`src/rtl/convert_3x32_to_48.sv`:
```
// ---------------------------------------------------------------------------
// convert_3x32_to_48
//
// Purpose:
//   Packs the low 16 bits of three consecutive input words into one 48-bit
//   output word. Input words are buffered in a small FIFO. An output write
//   is issued only when the downstream side is not full.
//
// Ports:
//   clk            in   the only clock
//   rst_n          in   asynchronous active-low reset
//   wen_32         in   input word write strobe
//   wdata_32       in   input word; bits 15:0 carry payload
//   error_full_32  out  input FIFO full; writes are rejected while high
//   error_full_48  in   downstream full; holds off wen_48
//   wen_48         out  one-cycle output write strobe
//   wdata_48       out  packed output word: lane0 in [15:0], lane2 in [47:32]
//   error_overflow out  sticky: a write arrived while the FIFO was full
//   error_upper    out  sticky: a popped word had nonzero bits 31:16
//
// Optional feature:
//   Define CONVERT_3X32_TO_48_UPPER_CHECK_EN to enable the upper-half check.
//   When it is not defined, error_upper is tied to 0.
// ---------------------------------------------------------------------------
module convert_3x32_to_48 #(
  parameter int AXI_DATA_WIDTH             = 32,
  parameter int BYTE_WIDTH                 = 8,
  parameter int CSA_OUT_DATA_WIDTH_BY_BYTE = 6,
  parameter int CSA_OUT_OUT_DATA_WIDTH     = BYTE_WIDTH * CSA_OUT_DATA_WIDTH_BY_BYTE,
  parameter int FIFO_DEPTH                 = 8
) (
  input  logic                              clk,
  input  logic                              rst_n,
  input  logic                              wen_32,
  input  logic [AXI_DATA_WIDTH-1:0]         wdata_32,
  output logic                              error_full_32,
  input  logic                              error_full_48,
  output logic                              wen_48,
  output logic [CSA_OUT_OUT_DATA_WIDTH-1:0] wdata_48,
  output logic                              error_overflow,
  output logic                              error_upper
);

  localparam int PTR_W = $clog2(FIFO_DEPTH);
  localparam logic [PTR_W:0] FULL_CNT = (PTR_W + 1)'(FIFO_DEPTH);

  typedef enum logic [0:0] {
    ST_COLLECT = 1'b0,
    ST_OUT     = 1'b1
  } state_t;

  // FIFO storage and pointers. The extra pointer MSB separates full from empty.
  logic [AXI_DATA_WIDTH-1:0] r_mem [FIFO_DEPTH];
  logic [PTR_W:0]            r_wptr;
  logic [PTR_W:0]            r_rptr;
  logic [PTR_W:0]            w_count;
  logic                      w_full;
  logic                      w_empty;
  logic                      w_push;
  logic                      w_pop;
  logic [AXI_DATA_WIDTH-1:0] w_rdata;

  // Packing state
  state_t                            r_state;
  state_t                            w_state_nxt;
  logic [1:0]                        r_lane;
  logic [1:0]                        w_lane_nxt;
  logic [CSA_OUT_OUT_DATA_WIDTH-1:0] r_wdata;
  logic [CSA_OUT_OUT_DATA_WIDTH-1:0] w_wdata_nxt;
  logic                              r_wen;
  logic                              w_wen_nxt;
  logic                              r_overflow;

  assign w_count = r_wptr - r_rptr;
  assign w_full  = (w_count == FULL_CNT);
  assign w_empty = (r_wptr == r_rptr);
  // The full flag comes only from registered pointers. A pop in the same
  // cycle does not free a slot for this cycle's write.
  assign w_push  = wen_32 & ~w_full;
  assign w_rdata = r_mem[r_rptr[PTR_W-1:0]];

  // FIFO storage write port (no reset needed; pointers define validity)
  always_ff @(posedge clk) begin
    if (w_push) begin
      r_mem[r_wptr[PTR_W-1:0]] <= wdata_32;
    end
  end

  // FIFO pointers and sticky overflow flag
  always_ff @(posedge clk or negedge rst_n) begin
    if (!rst_n) begin
      r_wptr     <= {(PTR_W + 1){1'b0}};
      r_rptr     <= {(PTR_W + 1){1'b0}};
      r_overflow <= 1'b0;
    end else begin
      if (w_push) begin
        r_wptr <= r_wptr + (PTR_W + 1)'(1);
      end
      if (w_pop) begin
        r_rptr <= r_rptr + (PTR_W + 1)'(1);
      end
      if (wen_32 && w_full) begin
        r_overflow <= 1'b1;
      end
    end
  end

  // Next-state, lane packing and output strobe decode
  always_comb begin
    w_state_nxt = r_state;
    w_lane_nxt  = r_lane;
    w_wdata_nxt = r_wdata;
    w_wen_nxt   = 1'b0;
    w_pop       = 1'b0;
    case (r_state)
      ST_COLLECT: begin
        if (!w_empty) begin
          w_pop = 1'b1;
          case (r_lane)
            2'd0: begin
              w_wdata_nxt[15:0] = w_rdata[15:0];
              w_lane_nxt        = 2'd1;
            end
            2'd1: begin
              w_wdata_nxt[31:16] = w_rdata[15:0];
              w_lane_nxt         = 2'd2;
            end
            2'd2: begin
              w_wdata_nxt[47:32] = w_rdata[15:0];
              w_lane_nxt         = 2'd0;
              w_state_nxt        = ST_OUT;
            end
            default: begin
              w_lane_nxt = 2'd0;
            end
          endcase
        end else begin
          w_state_nxt = ST_COLLECT;
        end
      end
      ST_OUT: begin
        // No pop in this state. wdata_48 stays stable while downstream is full.
        if (!error_full_48) begin
          w_wen_nxt   = 1'b1;
          w_state_nxt = ST_COLLECT;
        end else begin
          w_state_nxt = ST_OUT;
        end
      end
      default: begin
        w_state_nxt = ST_COLLECT;
        w_lane_nxt  = 2'd0;
      end
    endcase
  end

  // Packing state and output registers
  always_ff @(posedge clk or negedge rst_n) begin
    if (!rst_n) begin
      r_state <= ST_COLLECT;
      r_lane  <= 2'd0;
      r_wdata <= {CSA_OUT_OUT_DATA_WIDTH{1'b0}};
      r_wen   <= 1'b0;
    end else begin
      r_state <= w_state_nxt;
      r_lane  <= w_lane_nxt;
      r_wdata <= w_wdata_nxt;
      r_wen   <= w_wen_nxt;
    end
  end

`ifdef CONVERT_3X32_TO_48_UPPER_CHECK_EN
  logic r_upper;

  // Sticky flag for popped words whose upper half is nonzero
  always_ff @(posedge clk or negedge rst_n) begin
    if (!rst_n) begin
      r_upper <= 1'b0;
    end else begin
      if (w_pop && (|w_rdata[AXI_DATA_WIDTH-1:16])) begin
        r_upper <= 1'b1;
      end
    end
  end

  assign error_upper = r_upper;
`else
  // The upper half is deliberately ignored in this build.
  logic w_unused_upper;
  assign w_unused_upper = ^w_rdata[AXI_DATA_WIDTH-1:16];
  assign error_upper    = 1'b0;
`endif

  assign error_full_32  = w_full;
  assign wen_48         = r_wen;
  assign wdata_48       = r_wdata;
  assign error_overflow = r_overflow;

endmodule

```
`config.mk`:
```
export PLATFORM = sky130hd
export DESIGN_NAME = convert_3x32_to_48
export DESIGN_NICKNAME = d
export VERILOG_FILES = /design/src/rtl/convert_3x32_to_48.sv
export SDC_FILE = /design/constraint.sdc
export NUM_CORES = 1
export LEC_CHECK = 0
export ABC_CLOCK_PERIOD_IN_PS = 4500
export BUFFER_PORTS_ARGS = -buffer_cell sky130_fd_sc_hd__buf_4
export CAP_MARGIN = 25
export CORE_UTILIZATION = 45
export DETAILED_ROUTE_END_ITERATION = 8
export GPL_TIMING_DRIVEN = 0
export PLACE_DENSITY_LB_ADDON = 0.08
export SLEW_MARGIN = 15
export SYNTH_ARGS = -nofsm -noshare
export SYNTH_HDL_FRONTEND = slang
export SYNTH_SLANG_ARGS = --single-unit
```
`constraint.sdc`:
```
create_clock -name clk -period 4.5 [get_ports clk]
set_clock_uncertainty 0.15 [all_clocks]
set_input_delay 0.9 -clock clk [delete_from_list [all_inputs] [get_ports clk]]
set_output_delay 0.9 -clock clk [all_outputs]
set_load 0.02 [all_outputs]
```
==> results.yml <==
route:
  post_drt_wl_per_cell_um: 20.3
  via_count: 3920
  ant_nets: 0
  wl_um: 15300
  route.detailed.drc: 0
  drt_first_iter_violations: 281
  vias_per_cell: 5.22
  firstDrtPassIters: 4
critical_path:
  crit_path_frequent_cell: "buf_2"
  required_ns: 4.47
  cpPeakStageDelay_ns: 0.66
  critPathSlowestCell: "nor4b_2"
  critPathKind: "register to register"
  critPathCaptureType: "register"
  cp_cell_sequence: "clkbuf_1 -> clkbuf_2 -> inv_1 -> ha_1 -> and3_1 -> buf_2 -> o211ai_1 -> nand3_2 -> nor4b_2 -> buf_4 -> buf_2"
  cp_max_fo: 10
  critical-path-top-delay-family: "buffers and inverters"
  cp_num_buf_inv: 6
  start_kind: "register"
  critical_path_arrival_ns: 4.14
run_status:
  status: "finished, final reports clean"
global_route:
  grt_pass1_vias: 3940
  track_usage_pct: 19.9
  met2_usage_pct: 32.4
  antenna_found_initial: 0
  grt_max_degree: 62
  grt_pass1_wl_um: 23400
  grt_overflow_total: 0
  busiest_layer: "met2"
  grtUsageMet1_pct: 27.0
  met3_usage_pct: 3.88
timing:
  hold_viol: 0
  post-route-period-util_pct: 92.6
  tightest_slew_ns: 0.971
  slew_viol_final: 0
  rsz0062_at_grt: "no"
  fmax_mhz: 240
  setup_viol: 0
  slew_headroom_pct: 35.2
  post-route-min-period_ns: 4.17
  timing.hold.ws_ns: 0.312
layout:
  area.sequential_um2: 5370
  layout-drive-gt1-share_pct: 33.8
  fillCellCount: 1275
  multi_input_area_um2: 1870
  fin_nets: 563
  final_core_util_pct: 56.1
  area_growth_pct: 21.8
  antenna_cells: 0
logic_synthesis:
  ys_ff_latch: 189
  synth_cell_type_count: 37
  syn_inst: 415
  synth_commonest_cells: "128 x edfxtp_1, 61 x dfrtp_1, 50 x a21oi_1"
  synth-edff-count: 128
  netlist_area_um2: 7290
  synth.area.top_cells: "edfxtp_1 53%, dfrtp_1 21%, mux4_2 9.9%"
  syn_nets: 456
  ys.flop_type: "edfxtp_1"
  ys_seq_area_share_pct: 73.7
  synthArstFlopShare_pct: 32.3
  ys_warn_count: 0
  synth.most_common_cell: "edfxtp_1"
  synth_top_area_share_pct: 52.8
  avgSynthCellArea_um2: 17.6
  synth.largest_area_cell: "edfxtp_1"
clock_network:
  cts_buffers: 17
  clockBufferDepth: 2
  root_buffer: "clkbuf_16"
  cts.sinks: 189
  path_clk_slew_ns: 0.06
  insertion_delay_ns: 0.42
  htree_levels: 4
  cts_tree: "done"
pwr:
  p_leak_nw: 3.34
  power_density_nw_per_um2: 766
  ir_drop_mv: 0.317
placement:
  numPortBuffers: 70
  dpl.hpwl_um: 10600
  place_congestion: 0.762
floorplanning:
  core-area_um2: 15800
  rows: 46
  die_height_um: 129
  die_w_um: 129
  pin_count: 88
  start_util_pct: 46.0
  dieArea_um2: 16700
flow_run:
  cap_viol_max_count: 0
hold_path:
  hold_path_class: "register to register"
cell type report:
type	count	area share (%)
well taps	216	3.05
clock inverters	13	1.56
inverters	6	0.254
repair buffers	89	7.47
multi-input cells	197	21.1
clock buffers	19	4.88
plain buffers	22	1.20
flip-flops and latches	189	60.5
stage by stage:
stage	power, mW	worst slack [ns]	cell area, um^2	TNS, ns	cells
final	6.80	0.333	8870	0	751
after global routing	7.20	0.0557	8870	0	751
after CTS	6.85	-0.0510	8850	-0.382	752
after detailed placement	5.38	-0.0291	8270	-0.144	720
after global placement	5.25	-2.53	8080	-235.02	701
after floorplan	4.34	0.0813	7290	0	415
cells by family after synthesis:
logic type | after synthesis | share of synthesized area (%)
AOI/OAI and AO/OA | 61 | 5.36
xor gates and xnor gates | 9 | 1.37
adders and majority gates | 5 | 0.859
buffers and inverters | 29 | 1.80
DFF | 189 | 73.7
muxes | 49 | 12.2
other | 1 | 0.0515
and+or+nand+nor | 72 | 4.60
cell usage in the layout, fill, tap and decap left out, types with 2 or more instances in the layout:
| cell | Yosys | final |
|---|---|---|
| a2111oi_4 | 3 | 3 |
| a21o_1 | 5 | 5 |
| a21oi_1 | 50 | 50 |
| and3_1 | 2 | 2 |
| buf_2 | 14 | 19 |
| buf_4 | 1 | 83 |
| buf_6 | 0 | 2 |
| bufinv_16 | 0 | 2 |
| clkbuf_1 | 4 | 6 |
| clkbuf_16 | 0 | 17 |
| clkbuf_2 | 1 | 2 |
| clkinv_2 | 0 | 2 |
| clkinvlp_4 | 0 | 4 |
| dfrtp_1 | 61 | 61 |
| edfxtp_1 | 128 | 128 |
| ha_1 | 5 | 5 |
| inv_1 | 5 | 5 |
| inv_6 | 0 | 3 |
| mux2i_1 | 16 | 16 |
| mux4_2 | 32 | 32 |
| nand2_1 | 4 | 4 |
| nand4_1 | 3 | 3 |
| nor2_1 | 49 | 49 |
| nor2b_1 | 2 | 2 |
| nor4_4 | 0 | 2 |
| nor4b_4 | 0 | 2 |
| o211ai_1 | 2 | 2 |
| xnor2_1 | 6 | 6 |
worst paths after layout:
path / from / endpoint / slack (ns) / cells past startpoint
setup / recovery: r_rptr[1] / r_mem[4][5] / 0.33 / 11
hold / removal: error_overflow / error_overflow / 0.31 / 1
setup reg to reg: r_rptr[1] / r_mem[4][5] / 0.33 / 11
hold reg to reg: error_overflow / error_overflow / 0.31 / 1
max in group asynchronous: rst_n / wdata_48[11] / 3.30 / 1
min in group asynchronous: rst_n / wen_48 / 0.40 / 1
routing by layer:
layer,vias to the layer above,share of wire (%)
met5,-,0
met4,0,1.4
met3,16,3.3
met2,98,48
met1,2008,47
li1,1798,-
registers in the layout, summed over array words and instances (netlist names):
signal          cells
error_overflow      1
wdata_48           48
wen_48              1
r_rptr              4
r_wptr              4
r_state             1
r_lane              2
r_mem             128
report_power, final:
group	total [mW]	leakage (nW)	internal (mW)	switching (mW)
Combinational	2.76	1.23	1.15	1.62
Sequential	2.59	1.85	2.35	0.236
Clock	1.45	0.268	0.820	0.635
what timing repair did:
item                                    in CTS  in global routing
resized for setup                            1                  4
endpoints found under the setup margin      13                 39
setup buffers                                0                  0
hold buffers                                 0                  0
hold endpoints to repair                     0                  0
worst reg2reg max path: cells and delay by family (launching register included):
kind            cells  cell delay [ns]
fa+ha+maj           1             0.35
flops               1             0.36
buf+inv             6             1.56
simple gates        3             1.24
compound gates      1             0.19
(Power assumes the default switching activity.)
